[config.mk]
export PLATFORM = sky130hd
export DESIGN_NAME = uart_tx
export DESIGN_NICKNAME = d
export VERILOG_FILES = /design/src/rtl/uart_tx_pkg.sv /design/src/rtl/uart_tx_baud_gen.sv /design/src/rtl/uart_tx.sv
export SDC_FILE = /design/constraint.sdc
export NUM_CORES = 1
export LEC_CHECK = 0
export CORE_MARGIN = 2
export CORE_UTILIZATION = 60
export DETAILED_ROUTE_END_ITERATION = 6
export GPL_TIMING_DRIVEN = 1
export PLACE_DENSITY_LB_ADDON = 0.25
export SKIP_CTS_REPAIR_TIMING = 1
export SLEW_MARGIN = 30
export SYNTH_ARGS = -nofsm -noshare
export SYNTH_HDL_FRONTEND = slang
export SYNTH_SLANG_ARGS = --single-unit
[constraint.sdc]
create_clock -name tck -period 7.7 [get_ports tck]
set_clock_uncertainty 0.2 [all_clocks]
set_input_delay 1.155 -clock tck [delete_from_list [all_inputs] [get_ports tck]]
set_output_delay 1.155 -clock tck [all_outputs]
set_load 0.01 [all_outputs]
[src/rtl/uart_tx_pkg.sv]
// Shared UART definitions: transmit state encoding, frame defaults and
// the per-frame configuration snapshot taken when a byte is accepted.
package uart_defs;

    localparam int unsigned UART_DATA_W = 8;
    localparam int unsigned UART_DIV_W  = 16;

    typedef enum logic [2:0] {
        IDLE,
        REQ,
        START,
        DATA,
        PARITY,
        STOP
    } TxState_t;

    typedef struct packed {
        logic                  parity_en;
        logic                  parity_odd;
        logic                  stop2;
        logic [UART_DIV_W-1:0] div;
    } TxFrameCfg_t;

endpackage : uart_defs

[src/rtl/uart_tx_baud_gen.sv]
// Baud-rate divider: counts clock cycles while enabled and emits a
// one-cycle tick on the last cycle of every bit period. A divisor of 0
// behaves like 1, so a tick then fires on every cycle.
module uart_baud_gen #(
    parameter int unsigned DIV_W = 16
) (
    input  logic             clk,
    input  logic             rst,
    input  logic             clr_i,
    input  logic [DIV_W-1:0] div_i,
    output logic             tick_o
);

    logic [DIV_W-1:0] cnt_q;
    logic [DIV_W-1:0] cnt_d;
    logic [DIV_W-1:0] last;

    // Terminal count of the bit period; 0 and 1 both yield a terminal count of 0.
    assign last   = (div_i == '0) ? '0 : div_i - 1'b1;
    assign tick_o = !clr_i && (cnt_q == last);

    // Next count: hold at zero while cleared, otherwise count and wrap on tick.
    always_comb begin
        cnt_d = cnt_q;
        if (clr_i || tick_o) begin
            cnt_d = '0;
        end else begin
            cnt_d = cnt_q + 1'b1;
        end
    end

    // Count register.
    always_ff @(posedge clk or posedge rst) begin
        if (rst) begin
            cnt_q <= '0;
        end else begin
            cnt_q <= cnt_d;
        end
    end

endmodule : uart_baud_gen

[src/rtl/uart_tx.sv]
// UART transmit serializer. Accepts one byte over valid/ready, requests
// the line from flow control, and once granted shifts out start, data
// (LSB first), optional parity and one or two stop bits. Configuration
// is captured at acceptance so later input changes do not disturb a frame.
module uart_tx
    import uart_defs::*;
#(
    parameter int unsigned DATA_W = UART_DATA_W,
    parameter int unsigned DIV_W  = UART_DIV_W
) (
    input  logic              tck,
    input  logic              rst,
    input  logic [DATA_W-1:0] data_i,
    input  logic              valid_i,
    output logic              ready_o,
    input  logic [DIV_W-1:0]  baud_div_i,
    input  logic              parity_en_i,
    input  logic              parity_odd_i,
    input  logic              stop2_i,
    output logic              tx_rts_n_o,
    input  logic              tx_cts_n_i,
    input  logic              tx_enable_i,
    output logic              tx_o,
    output logic              busy_o
);

    localparam int unsigned CNT_W = $clog2(DATA_W + 1);
    localparam logic [CNT_W-1:0] LAST_BIT = CNT_W'(DATA_W - 1);

    // The divisor is carried in the shared config struct, so it must fit.
    if (DIV_W > UART_DIV_W) begin : g_div_w_check
        $error("uart_tx: DIV_W exceeds UART_DIV_W");
    end

    TxState_t          state_q, state_d;
    TxFrameCfg_t       cfg_q, cfg_d;
    logic [DATA_W-1:0] shift_q, shift_d;
    logic [CNT_W-1:0]  bitcnt_q, bitcnt_d;
    logic              dpar_q, dpar_d;
    logic              tx_q, tx_d;
    logic              rts_n_q, rts_n_d;
    logic              busy_q, busy_d;
    logic              baud_clr;
    logic              baud_tick;

    // Baud counter idles cleared, so it starts from zero on entry to START.
    assign baud_clr = (state_q == IDLE) || (state_q == REQ);

    uart_baud_gen #(
        .DIV_W (UART_DIV_W)
    ) u_baud (
        .clk    (tck),
        .rst    (rst),
        .clr_i  (baud_clr),
        .div_i  (cfg_q.div),
        .tick_o (baud_tick)
    );

    assign ready_o    = (state_q == IDLE) && !rst;
    assign tx_o       = tx_q;
    assign tx_rts_n_o = rts_n_q;
    assign busy_o     = busy_q;

    // Next-state logic; line outputs are decoded from the next state so
    // they appear registered in the same cycle the state takes effect.
    always_comb begin
        state_d  = state_q;
        cfg_d    = cfg_q;
        shift_d  = shift_q;
        bitcnt_d = bitcnt_q;
        dpar_d   = dpar_q;

        unique case (state_q)
            IDLE: begin
                if (valid_i) begin
                    shift_d          = data_i;
                    dpar_d           = ^data_i;
                    cfg_d.parity_en  = parity_en_i;
                    cfg_d.parity_odd = parity_odd_i;
                    cfg_d.stop2      = stop2_i;
                    cfg_d.div        = UART_DIV_W'(baud_div_i);
                    state_d          = REQ;
                end
            end
            REQ: begin
                if (!tx_cts_n_i && tx_enable_i) begin
                    state_d = START;
                end
            end
            START: begin
                if (baud_tick) begin
                    bitcnt_d = '0;
                    state_d  = DATA;
                end
            end
            DATA: begin
                if (baud_tick) begin
                    shift_d = shift_q >> 1;
                    if (bitcnt_q == LAST_BIT) begin
                        bitcnt_d = '0;
                        state_d  = cfg_q.parity_en ? PARITY : STOP;
                    end else begin
                        bitcnt_d = bitcnt_q + 1'b1;
                    end
                end
            end
            PARITY: begin
                if (baud_tick) begin
                    bitcnt_d = '0;
                    state_d  = STOP;
                end
            end
            STOP: begin
                if (baud_tick) begin
                    if (cfg_q.stop2 && (bitcnt_q == '0)) begin
                        bitcnt_d = CNT_W'(1);
                    end else begin
                        state_d = IDLE;
                    end
                end
            end
            default: begin
                state_d = IDLE;
            end
        endcase

        tx_d = 1'b1;
        unique case (state_d)
            START:   tx_d = 1'b0;
            DATA:    tx_d = shift_d[0];
            PARITY:  tx_d = dpar_q ^ cfg_q.parity_odd;
            default: tx_d = 1'b1;
        endcase
        rts_n_d = (state_d == IDLE);
        busy_d  = (state_d != IDLE);
    end

    // State, frame data and registered line outputs.
    always_ff @(posedge tck or posedge rst) begin
        if (rst) begin
            state_q  <= IDLE;
            cfg_q    <= '0;
            shift_q  <= '0;
            bitcnt_q <= '0;
            dpar_q   <= 1'b0;
            tx_q     <= 1'b1;
            rts_n_q  <= 1'b1;
            busy_q   <= 1'b0;
        end else begin
            state_q  <= state_d;
            cfg_q    <= cfg_d;
            shift_q  <= shift_d;
            bitcnt_q <= bitcnt_d;
            dpar_q   <= dpar_d;
            tx_q     <= tx_d;
            rts_n_q  <= rts_n_d;
            busy_q   <= busy_d;
        end
    end

endmodule : uart_tx

==> impl_metrics.json, run 1 <==
{
  "timing.critical_path.slowest_cell_delay_ps": 590,
  "share_clk_of_total_power": 0.352,
  "min-delay-start": "shift_q[1]$_DFFE_PP0P_",
  "dieArea_um2": 6160,
  "p_leak_nw": 1.63,
  "ys_seq_area_frac": 0.406,
  "critical_path.reg2reg.startpoint": "cfg_q[2]$_DFFE_PP0P_",
  "fin_crit_sh": 0.503,
  "setup_viol": 0,
  "groute.usage.overall": 0.247,
  "clockRootBuffer": "sky130_fd_sc_hd__clkbuf_8",
  "reg_area_um2": 1350,
  "cts-buffers-inserted": 5,
  "cts.htree.levels": 2,
  "min_to": "shift_q[1]$_DFFE_PP0P_",
  "vdd.ir_drop.worst_v": 0.000113,
  "cts_max_path_buffers": 2,
  "capture_instance_of_the_worst_register_to_register_path": "tx_o$_DFF_PP1_",
  "cp.buffers_inverters": 0,
  "pwr-share-seq": 0.587,
  "grt_pass1_wl_um": 12100,
  "hold_viol": 0,
  "routed_wirelength_um": 6970,
  "combPwrFrac": 0.061,
  "synth-async-reset-ratio": 1.00,
  "mappedNetlistArea_um2": 3330,
  "syn2layout_area_growth_pct": 15.1,
  "slew_headroom": 0.494,
  "detailedRoute.firstPassIterationCount": 4,
  "diodes": 0,
  "crit_type": "flop to flop",
  "yosysWarningCount": 0,
  "holdCritPathClass": "flop to flop",
  "grt_antenna_before_repair": 0,
  "total_drc_errors_in_the_routed_layout": 0,
  "count_of_flip_flops_with_a_built_in_enable_after_synthesis": 0,
  "p_sw_frac": 0.225,
  "netlist_instances": 344,
  "place_congestion": 0.943,
  "power_uw": 483,
  "worst-r2r-setup-slack_ps": 3830,
  "die_height_um": 78.5,
  "synth.avg_cell_area_um2": 9.68,
  "drt-vias-per-instance": 5.85,
  "clk_latency_ps": 320,
  "cap_violations": 0,
  "io_buffers": 35,
  "arrival_ps": 3920,
  "die_w_um": 78.5,
  "finalMaxSlewViolations": 0,
  "route.detailed.wl_per_inst_um": 15.5,
  "critPathCaptureType": "flop",
  "cellPowerDensity_nw_per_um2": 126,
  "worst_pin_slew_ps": 759,
  "maximum_fanout_along_the_worst_path": 9,
  "drive_gt1_frac": 0.141,
  "setup_tns_ps": 0,
  "design.portCount": 36,
  "tritoncts_clock_tree": "done",
  "setup.worst_path.start_class": "flop",
  "via_count_of_the_first_global_routing_pass": 2602,
  "critical_path_required_ps": 7740,
  "layout_min_cycle_time_ps": 3870,
  "final_nets": 412,
  "synthDominantAreaCellType": "sky130_fd_sc_hd__dfrtp_1",
  "initialDrtViolationCount": 135,
  "critical-path-top-delay-family": "simple AND/OR/NAND/NOR gates",
  "grt_max_degree": 55,
  "slowest_stage": "sky130_fd_sc_hd__or4_4",
  "initial_core_util": 0.612,
  "status": "complete, no violations",
  "fp.coreArea_um2": 5440,
  "grt.overflow.total": 0,
  "ys_flop_type": "sky130_fd_sc_hd__dfrtp_1",
  "layout.filler_cells": 435,
  "cp_cell_sequence": "or4_4 -> or3_2 -> mux2i_1 -> a221o_1 -> nor4b_4 -> o2111ai_4 -> nor4_4 -> nor2_4 -> a2111oi_2 -> o21ai_1",
  "ant_nets": 0,
  "mappedNetlistNets": 380,
  "p_int_uw": 374,
  "synth.area.top_cells": "sky130_fd_sc_hd__dfrtp_1, sky130_fd_sc_hd__xnor2_1, sky130_fd_sc_hd__mux2_2, sky130_fd_sc_hd__nand2_1, sky130_fd_sc_hd__nor2_1",
  "net_load_switching_power_uw": 109,
  "rsz0062_at_grt": "no",
  "whs_path_depth": 2,
  "cts_num_sinks": 54,
  "combined_area_of_the_multi_input_logic_cells_um2": 1860,
  "synth_seq_cells": 54,
  "number_of_cells_on_the_worst_reg_to_reg_path": 10,
  "synth_cell_types": 66,
  "vias": 2628,
  "sum_of_net_half_perimeters_after_detailed_placement_um": 5200,
  "critical_path_depth": 10,
  "fp-row-count": 27,
  "timing.fmax_ghz": 0.258,
  "clkSlewWorstSetupHoldPaths_ps": 100,
  "synth_top_area_frac": 0.391
}
power groups by stage:
stage / logic [mW] / registers [mW] / clock network, mW
global placement: 0.0289 / 0.289 / 0
detailed placement: 0.0298 / 0.289 / 0
global route: 0.0323 / 0.283 / 0.184
finish: 0.0293 / 0.283 / 0.170
floorplan: 0.0106 / 0.289 / 0
CTS: 0.0299 / 0.283 / 0.175
flip-flops by register name (all words and copies together), names as in the netlist:
register      count
tx_rts_n_o        1
shift_q           8
state_q           3
busy_o            1
dpar_q            1
bitcnt_q          4
u_baud.cnt_q     16
tx_o              1
cfg_q            19
how the worst max path moves through the flow:
stage | startpoint | slack, ps | to
2_1_floorplan | cfg_q[2]$_DFFE_PP0P_ | 4100 | tx_o$_DFF_PP1_
6_report | cfg_q[2]$_DFFE_PP0P_ | 3830 | tx_o$_DFF_PP1_
3_5_place_dp | cfg_q[2]$_DFFE_PP0P_ | 3830 | tx_o$_DFF_PP1_
3_3_place_gp | cfg_q[2]$_DFFE_PP0P_ | 3790 | u_baud.cnt_q[11]$_DFF_PP0_
5_1_grt | cfg_q[0]$_DFFE_PP0P_ | 3530 | tx_o$_DFF_PP1_
4_1_cts | cfg_q[2]$_DFFE_PP0P_ | 3840 | tx_o$_DFF_PP1_
cells by family after synthesis:
family | after synthesis | synth area share
buffers and inverters | 31 | 0.0372
xor gates and xnor gates | 36 | 0.0947
and+or+nand+nor | 142 | 0.249
AOI/OAI and AO/OA | 57 | 0.131
adders and majority gates | 4 | 0.0150
muxes | 20 | 0.0665
DFF | 54 | 0.406
routing by layer:
layer / track usage / vias to the layer above / wire (um)
met4: 0.0912 / 0 / 107
met1: 0.321 / 1274 / 3120
li1: - / 1289 / -
met3: 0.0437 / 10 / 281
met2: 0.412 / 55 / 3460
met5: 0 / - / 0
synth_stat cells (3+ instances only):
| cell | n |
|---|---|
| sky130_fd_sc_hd__dfrtp_1 | 52 |
| sky130_fd_sc_hd__nand2_1 | 34 |
| sky130_fd_sc_hd__nor2_1 | 33 |
| sky130_fd_sc_hd__xnor2_1 | 22 |
| sky130_fd_sc_hd__inv_1 | 20 |
| sky130_fd_sc_hd__nand3_1 | 20 |
| sky130_fd_sc_hd__mux2_2 | 17 |
| sky130_fd_sc_hd__o21ai_0 | 14 |
| sky130_fd_sc_hd__xor2_1 | 14 |
| sky130_fd_sc_hd__a21oi_1 | 8 |
| sky130_fd_sc_hd__clkbuf_1 | 8 |
| sky130_fd_sc_hd__and3_1 | 7 |
| sky130_fd_sc_hd__nor3_1 | 7 |
| sky130_fd_sc_hd__nor4_4 | 5 |
| sky130_fd_sc_hd__ha_1 | 4 |
| sky130_fd_sc_hd__nand4_1 | 4 |
| sky130_fd_sc_hd__or4_1 | 4 |
| sky130_fd_sc_hd__and2_1 | 3 |
| sky130_fd_sc_hd__and4_1 | 3 |
| sky130_fd_sc_hd__mux2i_1 | 3 |
| sky130_fd_sc_hd__or2_2 | 3 |
| sky130_fd_sc_hd__or3_1 | 3 |
per-stage QoR:
| stage | utilization | instance area, um^2 | hold slack, ps | cells | setup WS (ps) |
|---|---|---|---|---|---|
| floorplan | - | 3330 | 254 | 344 | 4100 |
| global placement | 0.686 | 3730 | 269 | 441 | 3790 |
| detailed placement | 0.687 | 3740 | 274 | 441 | 3830 |
| CTS | 0.705 | 3830 | 295 | 449 | 3840 |
| global route | 0.705 | 3830 | 324 | 449 | 3530 |
| finish | 0.705 | 3830 | 290 | 449 | 3830 |
worst reg2reg max path: stages (launching register included):
cell	delay [ps]
sky130_fd_sc_hd__dfrtp_1	500
sky130_fd_sc_hd__or4_4	590
sky130_fd_sc_hd__or3_2	460
sky130_fd_sc_hd__mux2i_1	140
sky130_fd_sc_hd__a221o_1	300
sky130_fd_sc_hd__nor4b_4	330
sky130_fd_sc_hd__o2111ai_4	240
sky130_fd_sc_hd__nor4_4	470
sky130_fd_sc_hd__nor2_4	110
sky130_fd_sc_hd__a2111oi_2	380
sky130_fd_sc_hd__o21ai_1	90
cell usage in the layout, fill, tap and decap left out, types with 3 or more instances in the layout:
master and count:
sky130_fd_sc_hd__a21oi_1 8, sky130_fd_sc_hd__and2_1 3, sky130_fd_sc_hd__and3_1 7, sky130_fd_sc_hd__and4_1 3, sky130_fd_sc_hd__clkbuf_8 6, sky130_fd_sc_hd__clkdlybuf4s50_1 35
sky130_fd_sc_hd__dfrtp_1 52, sky130_fd_sc_hd__ha_1 4, sky130_fd_sc_hd__inv_1 19, sky130_fd_sc_hd__mux2_2 17, sky130_fd_sc_hd__mux2i_1 3, sky130_fd_sc_hd__nand2_1 34
sky130_fd_sc_hd__nand3_1 20, sky130_fd_sc_hd__nand4_1 4, sky130_fd_sc_hd__nor2_1 33, sky130_fd_sc_hd__nor3_1 7, sky130_fd_sc_hd__nor4_4 5, sky130_fd_sc_hd__o21ai_0 14
sky130_fd_sc_hd__or2_2 3, sky130_fd_sc_hd__or3_1 3, sky130_fd_sc_hd__or4_1 4, sky130_fd_sc_hd__xnor2_1 22, sky130_fd_sc_hd__xor2_1 14
layout make-up:
| cell class | count | share of cell area |
|---|---|---|
| multi-input cells | 259 | 0.485 |
| flip-flops and latches | 54 | 0.353 |
| repair buffers | 36 | 0.0933 |
| well taps | 72 | 0.0235 |
| clock buffers | 6 | 0.0215 |
| inverters | 20 | 0.0202 |
| clock inverters | 2 | 0.00326 |
Note: power is estimated with default switching activity, not from simulation.
==> run 2: changes to the inputs <==
- CORE_UTILIZATION: 60 -> 57
- clock period: 7.7 -> 4 ns (I/O delays scaled with it)
==> impl_metrics.json, run 2 (synthesis results as in run 1) <==
{
  "status": "complete, no violations",
  "min-delay-start": "shift_q[1]$_DFFE_PP0P_",
  "worst_pin_slew_ps": 651,
  "dp_slack_ps": 347,
  "layout.filler_cells": 446,
  "die_w_um": 80.4,
  "top_register": "cfg_q",
  "critical_path.reg2reg.startpoint": "cfg_q[3]$_DFFE_PP0P_",
  "via_count_of_the_first_global_routing_pass": 2503,
  "grt_pass1_wl_um": 11600,
  "cts_max_path_buffers": 2,
  "p_leak_nw": 1.66,
  "crit_path_start": "cfg_q[3]$_DFFE_PP0P_",
  "initialDrtViolationCount": 156,
  "setup.worst_path.start_class": "flop",
  "fp.coreArea_um2": 5570,
  "tritoncts_clock_tree": "done",
  "biggestRegsByFlops": "cfg_q x19, u_baud.cnt_q x16, shift_q x8",
  "whs_ps": 301,
  "routed_wirelength_um": 7000,
  "dieArea_um2": 6470,
  "cellPowerDensity_nw_per_um2": 238,
  "setup_tns_ps": 0,
  "mostFrequentLayoutCell": "sky130_fd_sc_hd__dfrtp_1",
  "arrival_ps": 3660,
  "clk_latency_ps": 310,
  "cell_total_after_placement": 447,
  "io_buffers": 35,
  "detailedRoute.firstPassIterationCount": 4,
  "grt_antenna_before_repair": 0,
  "syn2layout_area_growth_pct": 16.2,
  "rsz0062_at_grt": "no",
  "clkSlewWorstSetupHoldPaths_ps": 100,
  "most-common-layout-cells": "sky130_fd_sc_hd__dfrtp_1, sky130_fd_sc_hd__clkdlybuf4s50_1, sky130_fd_sc_hd__nand2_1",
  "finalMaxSlewViolations": 0,
  "total_drc_errors_in_the_routed_layout": 0,
  "place_congestion": 0.926,
  "combined_area_of_the_multi_input_logic_cells_um2": 1850,
  "design.portCount": 36,
  "timing.fmax_ghz": 0.273,
  "holdCritPathClass": "flop to flop",
  "route.detailed.wl_per_inst_um": 15.4,
  "grt.overflow.total": 0,
  "clockRootBuffer": "sky130_fd_sc_hd__clkbuf_8",
  "critical_path_required_ps": 3990,
  "setup_viol": 0,
  "layout_min_cycle_time_ps": 3670,
  "cts_num_sinks": 54,
  "diodes": 0,
  "cts.htree.levels": 2,
  "grt_max_degree": 33,
  "cap_violations": 0,
  "final.setup.worst_slack_ps": 331,
  "final_cell_count_no_fill": 455,
  "layout.core_utilization": 0.694,
  "crit_type": "flop to flop",
  "reg_area_um2": 1350,
  "drive_gt1_frac": 0.151,
  "power_uw": 920,
  "largest_register_ff_count": 19,
  "ant_nets": 0,
  "fin_crit_sh": 0.917,
  "vias": 2651,
  "final_nets": 418,
  "hold_viol": 0,
  "critPathCaptureType": "flop",
  "groute.usage.overall": 0.233,
  "cts-buffers-inserted": 5,
  "maximum_fanout_along_the_worst_path": 7,
  "sum_of_net_half_perimeters_after_detailed_placement_um": 5390,
  "finalInstanceArea_um2": 3870,
  "fp-row-count": 27,
  "die_height_um": 80.4,
  "slew_headroom": 0.566,
  "vdd.ir_drop.worst_v": 0.000173,
  "drt-vias-per-instance": 5.83,
  "postPlaceCellArea_um2": 3770,
  "initial_core_util": 0.598
}
[run 2: layer usage]
metal,up-vias,track usage,wire length [um]
li1,1298,-,-
met1,1268,0.309,3130
met3,11,0.0461,290
met4,0,0.0559,113
met5,-,0,0
met2,74,0.392,3470
[run 2: path summary, 6_finish.rpt]
kind                                        endpoint  slack [ps]  cells past startpoint
min reg2reg                   shift_q[1]$_DFFE_PP0P_         300                      2
min in group asynchronous       state_q[2]$_DFF_PP0_         510                      2
min                           shift_q[1]$_DFFE_PP0P_         300                      2
max reg2reg                  bitcnt_q[0]$_DFFE_PP0P_         330                      9
max in group asynchronous  u_baud.cnt_q[3]$_DFF_PP0_        2340                      3
max                          bitcnt_q[0]$_DFFE_PP0P_         330                      9
[run 2: final cells by class]
cell class,instances,share of cell area
clock buffer,6,0.0213
clock inverter,2,0.00323
inverter,20,0.0194
multi-input combinational,259,0.479
sequential,54,0.350
tap,72,0.0233
timing repair buffer,42,0.104
[run 2: report_power, final]
part           total, mW  switching [mW]  internal, mW
Clock              0.318           0.178         0.140
Combinational     0.0569          0.0219        0.0351
Sequential         0.546               0         0.546
Total              0.920           0.200         0.720
[run 2: worst max-delay path, stage by stage, from the launching register on]
cell and delay, ps:
sky130_fd_sc_hd__dfrtp_1 490, sky130_fd_sc_hd__or4_4 560, sky130_fd_sc_hd__or3_2 460, sky130_fd_sc_hd__mux2i_1 130, sky130_fd_sc_hd__a221o_1 290, sky130_fd_sc_hd__nor4b_4 320
sky130_fd_sc_hd__o2111ai_4 230, sky130_fd_sc_hd__nor2_1 340, sky130_fd_sc_hd__nand2_1 200, sky130_fd_sc_hd__mux2_2 310
